$ cat config.mk
export PLATFORM = sky130hd
export DESIGN_NAME = score_update_scheduler
export DESIGN_NICKNAME = d
export VERILOG_FILES = /design/src/rtl/score_update_scheduler.sv
export SDC_FILE = /design/constraint.sdc
export NUM_CORES = 1
export LEC_CHECK = 0
export ABC_AREA = 1
export CAP_MARGIN = 20
export CORE_UTILIZATION = 56
export CTS_CLUSTER_DIAMETER = 40
export DETAILED_ROUTE_END_ITERATION = 6
export PLACE_DENSITY_LB_ADDON = 0.3
export SLEW_MARGIN = 5
export SYNTH_ARGS = -nofsm -noshare
export SYNTH_HDL_FRONTEND = slang
export SYNTH_SLANG_ARGS = --single-unit
$ cat constraint.sdc
create_clock -name clk -period 3.68 [get_ports clk]
set_input_delay 0.92 -clock clk [delete_from_list [all_inputs] [get_ports clk]]
set_output_delay 0.92 -clock clk [all_outputs]
set_load 0.005 [all_outputs]
$ cat src/rtl/score_update_scheduler.sv
// Round-robin scheduler that adds 0..3 points from four requesters into a saturating 3-digit BCD score.
// Define SCORE_FIFO_EN to queue granted requests; the default build uses a single holding slot.
module score_update_scheduler #(
    parameter int CAP_HUNDREDS = 9,
    parameter int FIFO_DEPTH   = 4
) (
    input  logic       clk,
    input  logic       rst,
    input  logic       clr,
    input  logic       en,
    input  logic [3:0] req,
    input  logic [7:0] pts,
    output logic [3:0] ack,
    output logic [3:0] bcd_2,
    output logic [3:0] bcd_1,
    output logic [3:0] bcd_0,
    output logic       busy,
    output logic       sat,
    output logic [1:0] dbg_state
);

    typedef enum logic [1:0] {IDLE = 2'd0, ONES = 2'd1, TENS = 2'd2, HUND = 2'd3} state_t;

    localparam logic [3:0] CAP_DIGIT = 4'(CAP_HUNDREDS);

    if (CAP_HUNDREDS < 1 || CAP_HUNDREDS > 9) begin : g_bad_cap
        $error("CAP_HUNDREDS must be 1..9");
    end
    if (FIFO_DEPTH < 2 || (FIFO_DEPTH & (FIFO_DEPTH - 1)) != 0) begin : g_bad_depth
        $error("FIFO_DEPTH must be a power of 2, at least 2");
    end

    // Valid/ready: req[i] is valid, ack[i] is the one-cycle ready pulse; req[i]/pts are held until ack[i] is seen.
    state_t     state, state_n;
    logic [3:0] d0, d1, d2, d0_n, d1_n, d2_n, sum;
    logic       carry, carry_n, sat_n;
    logic [1:0] op, op_n, rr_ptr, gnt_idx, scan_idx, gnt_pts, start_pts;
    logic [3:0] cand;
    logic       gnt_any, grant, slot_free, start, pending;

    assign cand = req & ~ack;

    always_comb begin
        gnt_any  = 1'b0;
        gnt_idx  = 2'd0;
        scan_idx = 2'd0;
        for (int k = 0; k < 4; k++) begin
            scan_idx = rr_ptr + 2'(k);
            if (!gnt_any && cand[scan_idx]) begin
                gnt_any = 1'b1;
                gnt_idx = scan_idx;
            end
        end
    end

    assign grant   = en && !clr && slot_free && gnt_any;
    assign gnt_pts = pts[{gnt_idx, 1'b0} +: 2];

`ifdef SCORE_FIFO_EN
    localparam int AW = $clog2(FIFO_DEPTH);

    logic [1:0]    q_mem [FIFO_DEPTH];
    logic [AW-1:0] q_wr, q_rd;
    logic [AW:0]   q_cnt;
    logic          q_empty, q_full, pop, push, bypass;

    assign q_empty   = (q_cnt == '0);
    assign q_full    = (q_cnt == (AW+1)'(FIFO_DEPTH));
    assign pop       = (state == IDLE) && !q_empty;
    assign bypass    = grant && (state == IDLE) && q_empty;
    assign push      = grant && !bypass;
    assign slot_free = !q_full;
    assign pending   = !q_empty;
    assign start     = pop || bypass;
    assign start_pts = pop ? q_mem[q_rd] : gnt_pts;

    always_ff @(posedge clk) begin
        if (rst || clr) begin
            q_wr  <= '0;
            q_rd  <= '0;
            q_cnt <= '0;
        end else begin
            if (push) begin
                q_mem[q_wr] <= gnt_pts;
                q_wr        <= q_wr + 1'b1;
            end
            if (pop) q_rd <= q_rd + 1'b1;
            case ({push, pop})
                2'b10:   q_cnt <= q_cnt + 1'b1;
                2'b01:   q_cnt <= q_cnt - 1'b1;
                default: q_cnt <= q_cnt;
            endcase
        end
    end
`else
    // The operand register is the holding slot; it is free only while the adder is idle.
    assign slot_free = (state == IDLE);
    assign pending   = 1'b0;
    assign start     = grant;
    assign start_pts = gnt_pts;
`endif

    always_comb begin
        state_n = state;
        d0_n    = d0;
        d1_n    = d1;
        d2_n    = d2;
        carry_n = carry;
        op_n    = op;
        sat_n   = sat;
        sum     = 4'd0;
        if (clr) begin
            state_n = IDLE;
            d0_n    = 4'd0;
            d1_n    = 4'd0;
            d2_n    = 4'd0;
            carry_n = 1'b0;
            sat_n   = 1'b0;
        end else begin
            case (state)
                IDLE: if (start) begin
                    state_n = ONES;
                    op_n    = start_pts;
                end
                ONES: begin
                    sum     = d0 + {2'b00, op};
                    carry_n = (sum > 4'd9);
                    d0_n    = (sum > 4'd9) ? sum - 4'd10 : sum;
                    state_n = TENS;
                end
                TENS: begin
                    sum     = d1 + {3'b000, carry};
                    carry_n = (sum > 4'd9);
                    d1_n    = (sum > 4'd9) ? sum - 4'd10 : sum;
                    state_n = HUND;
                end
                HUND: begin
                    sum = d2 + {3'b000, carry};
                    if (sum > CAP_DIGIT) begin
                        d2_n  = CAP_DIGIT;
                        d1_n  = 4'd9;
                        d0_n  = 4'd9;
                        sat_n = 1'b1;
                    end else begin
                        d2_n = sum;
                    end
                    carry_n = 1'b0;
                    state_n = IDLE;
                end
                default: state_n = IDLE;
            endcase
        end
    end

    always_ff @(posedge clk) begin
        if (rst) begin
            state  <= IDLE;
            d0     <= 4'd0;
            d1     <= 4'd0;
            d2     <= 4'd0;
            carry  <= 1'b0;
            op     <= 2'd0;
            sat    <= 1'b0;
            ack    <= 4'd0;
            rr_ptr <= 2'd0;
        end else begin
            state  <= state_n;
            d0     <= d0_n;
            d1     <= d1_n;
            d2     <= d2_n;
            carry  <= carry_n;
            op     <= op_n;
            sat    <= sat_n;
            ack    <= grant ? (4'b0001 << gnt_idx) : 4'd0;
            if (clr)        rr_ptr <= 2'd0;
            else if (grant) rr_ptr <= gnt_idx + 2'd1;
        end
    end

    assign bcd_0     = d0;
    assign bcd_1     = d1;
    assign bcd_2     = d2;
    assign busy      = (state != IDLE) || pending;
    assign dbg_state = state;

endmodule

==> run summary <==
The tools report the number of pins with negative max-slew slack in the final report as 0. TritonCTS created 3 clock buffers. In this run the power spent charging and discharging nets is 209 uW. Of all flip-flops after synthesis, the portion carrying an async set or reset was 0%. The net count after synthesis is 277, and the switching power share of the total is 31.4%.

The total of max-cap violations was 0. The routed length on met1 is 1770 um, and the fraction of layout instances using a drive strength above 1 is 13.4%. The register area share after synthesis was 26.8%.

The logs give 0 for the yosys synthesis warning count and 30.0% for the clock power share. The logs give 4 for the iteration count of the initial detailed-routing pass and 71 for the count of routing violations after the opening detailed-route iteration. After detailed routing, the average wire length per cell comes to 12.1 um. By instance count, the cell type seen most on the critical path is sky130_fd_sc_hd__inv_1. The worst hold path belongs to the class flip-flop to flip-flop. The logs give 1 for the total number of H-tree levels and 24.7% for the total global routing track utilization. The die is 58.6 um wide. The worst-case IR drop observed on VDD is 0.198 mV. Once the floorplan was initialized, standard cells occupied 58.8% of the core. The highest metal layer used by the detailed router is met4. The tools report the startpoint type of the worst setup path as a flip-flop. In the layout the commonest cells are 52 x sky130_fd_sc_hd__nand2_1, 35 x sky130_fd_sc_hd__clkdlybuf4s50_1, 34 x sky130_fd_sc_hd__inv_1. The signal on the critical path passes through inv_1 -> ha_1 -> inv_1 -> clkdlybuf4s50_1. The growth of design area from synthesis to finish is 24.4%. Entering global routing, the biggest net connects 15 pins. The initial antenna violation count was 0; the final setup violation count was 0. The floorplan step defined a core boundary enclosing 3050 sq um. The worst setup path is of the flip-flop to primary output kind.

In this run the remaining antenna-violating nets after routing total 0. The number of placed I/O pins was 36. The mean instance size in the synthesized netlist came out at 7.26 sq um. The type of destination of the critical path was a primary output. On the final layout, the worst clock skew is 0.00295 ns. After clock tree synthesis, the clock-pin slew on the worst setup and hold paths is 0.14 ns. Leaving out fill and tap cells, the most frequent cell in the layout is sky130_fd_sc_hd__nand2_1. The internal power of the cells totals 456 uW.

The tools report the post-CTS setup repair buffer count as 0. The maximum frequency from static timing analysis is 371 MHz, and the transition time of the tightest slew-check pin is 0.561 ns. The final setup TNS was 0 ns; the part of the cycle the worst path needs was 73.3%. The run finished with clean final reports. The count of endpoints failing hold in the final timing report came out at 0.

The number of buffers and inverters on the critical path is 3. STA puts the critical path data arrival time at 1.78 ns. The die covers 3430 sq um. TritonCTS built the clock tree. For the required time of the critical path, the log shows 2.76 ns. The areal power density over the cells works out to 298 nW/um^2. The cell area that synthesis handed to floorplanning was 1790 sq um.

The die boundary height is 58.6 um. The number of design rule violations left after detail routing is 0, and the port buffer count is 35. The run gives 34 as the post-synthesis cell type count. Clock net sink count: 24. In this run, synthesis produced a sequential element count of 24.

Once the clock tree was built, the resizer swapped 0 gates to a different size. The kind of cell adding the most delay to the critical path is buffers and inverters. At the end of the flow, the number of nets in the layout was 315. Setup repair after global routing left no endpoint under its margin.

Wire length of the first global-routing pass: 6570 um. The share of total power dissipated in sequential elements is 41.9%. Row generation in the floorplan step produced 20 rows. For this block, the routed nets add up to 3970 um of wire.

The headroom to the max-slew limit was 62.6%; the ratio of routed vias to standard cells was 5.10. In this design, the stage delay of the slowest critical-path cell is 0.50 ns. Number of inserted diodes: 0.

Measured on the finished design, the core utilization comes to 73.1%. Counting flops with a built-in enable in the synthesized netlist gives 0. For this design the static power due to leakage is 0.00101 uW. The clock reaches the later pin of the worst-skew pair after 0.33 ns. The clock period minus final worst setup slack is 2.70 ns. The logs give 1990 um for the met2 routed wirelength and 2 for the buffer depth of the longest clock path. The number of global-route vias before repair was 1,637; the met3 wire length was 165 um. Combinational logic burns 28.1% of the power. The final HPWL from detailed placement is 3140 um, and the count of hold buffers inserted by post-cts repair is 0.

Among all flip-flop cells after synthesis, the most frequent one is sky130_fd_sc_hd__dfxtp_1. In this run the worst path has a maximum fanout of 5. Counting the fill cells in the layout gives 249. In this run the clock root is driven by a sky130_fd_sc_hd__clkbuf_4.

On the critical path, the stage with the largest delay is an instance of sky130_fd_sc_hd__clkdlybuf4s50_1. The overall via count from detail_route came out at 1,673. Global routing finished with a remaining overflow of 0. At the end of routability-driven placement, the weighted congestion stood at 0.889.

In the synthesized netlist, the number of instances is 247.
[power groups by stage]
stage	Combinational, uW	Clock, uW	Sequential (uW)
after floorplan	135	0	280
after global placement	182	0	284
after detailed placement	187	0	284
after CTS	188	204	278
after global routing	206	212	280
final	187	199	279
[state kept, by name (all words and copies together) (netlist names)]
signal / flops
ack: 4
bcd_0: 4
bcd_1: 4
bcd_2: 4
dbg_state: 2
op: 2
rr_ptr: 2
carry: 1
sat: 1
[stage by stage]
stage	std cells	cell area [sq um]	setup WS, ns	power, uW	hold slack [ns]
final	328	2230	0.982	665	0.498
after global routing	328	2230	0.895	698	0.545
after floorplan	247	1790	1.73	415	0.465
after detailed placement	324	2180	1.04	471	0.469
after global placement	324	2180	1.05	466	0.452
after CTS	328	2230	0.985	670	0.503
[synthesized netlist by cell type (all sizes together) (2+ instances only)]
cell     n  area [sq um]
nand2   64           295
inv     38           153
nand3   33           223
dfxtp   24           480
nor2    20          90.1
ha      13           163
a21oi   12          63.8
o21ai   12          60.1
xnor2    5          43.8
nand4    4          55.1
nor3     4          20.0
a31oi    3          18.8
buf      3          27.5
nand3b   2          15.0
o211ai   2          15.0
xor2     2          17.5
[kinds of logic (layout without fill, tap and decap cells)]
kind of cell	after synthesis	after routing	synth area share, %
and+or+nand+nor	128	128	39.3
buffers and inverters	42	79	10.3
AOI/OAI and AO/OA	32	32	10.1
DFF	24	24	26.8
adders and majority gates	14	14	10.2
xor gates and xnor gates	7	7	3.42
[worst paths after layout]
path                            cells after the start    end  slack, ns    startpoint
worst max-delay path                                4   busy       0.98  dbg_state[0]
worst min-delay path                                2    sat       0.50           sat
worst max register to register                     13  op[0]       1.66     rr_ptr[0]
worst min register to register                      2    sat       0.50           sat
[layer usage]
metal / vias up / GRT usage, %
met3: 5 / 2.42
met4: 0 / 9.18
met1: 752 / 28.4
met2: 39 / 46.8
li1: 877 / -
met5: - / 0
[cell type report]
type | instances | area [sq um] | area share [%]
sequential | 24 | 480 | 21.5
tap | 44 | 55.1 | 2.47
inverter | 39 | 156 | 7.01
multi-input combinational | 181 | 1130 | 50.6
timing repair buffer | 36 | 358 | 16.0
clock buffer | 3 | 22.5 | 1.01
clock inverter | 1 | 30.0 | 1.35
[worst min-delay path: cells and delay by family, from the launching register on]
kind	cells	cell delay, ns
flip-flops	1	0.36
AND/OR/NAND/NOR	2	0.12
No activity file was read; power rests on OpenSTA's default activity.
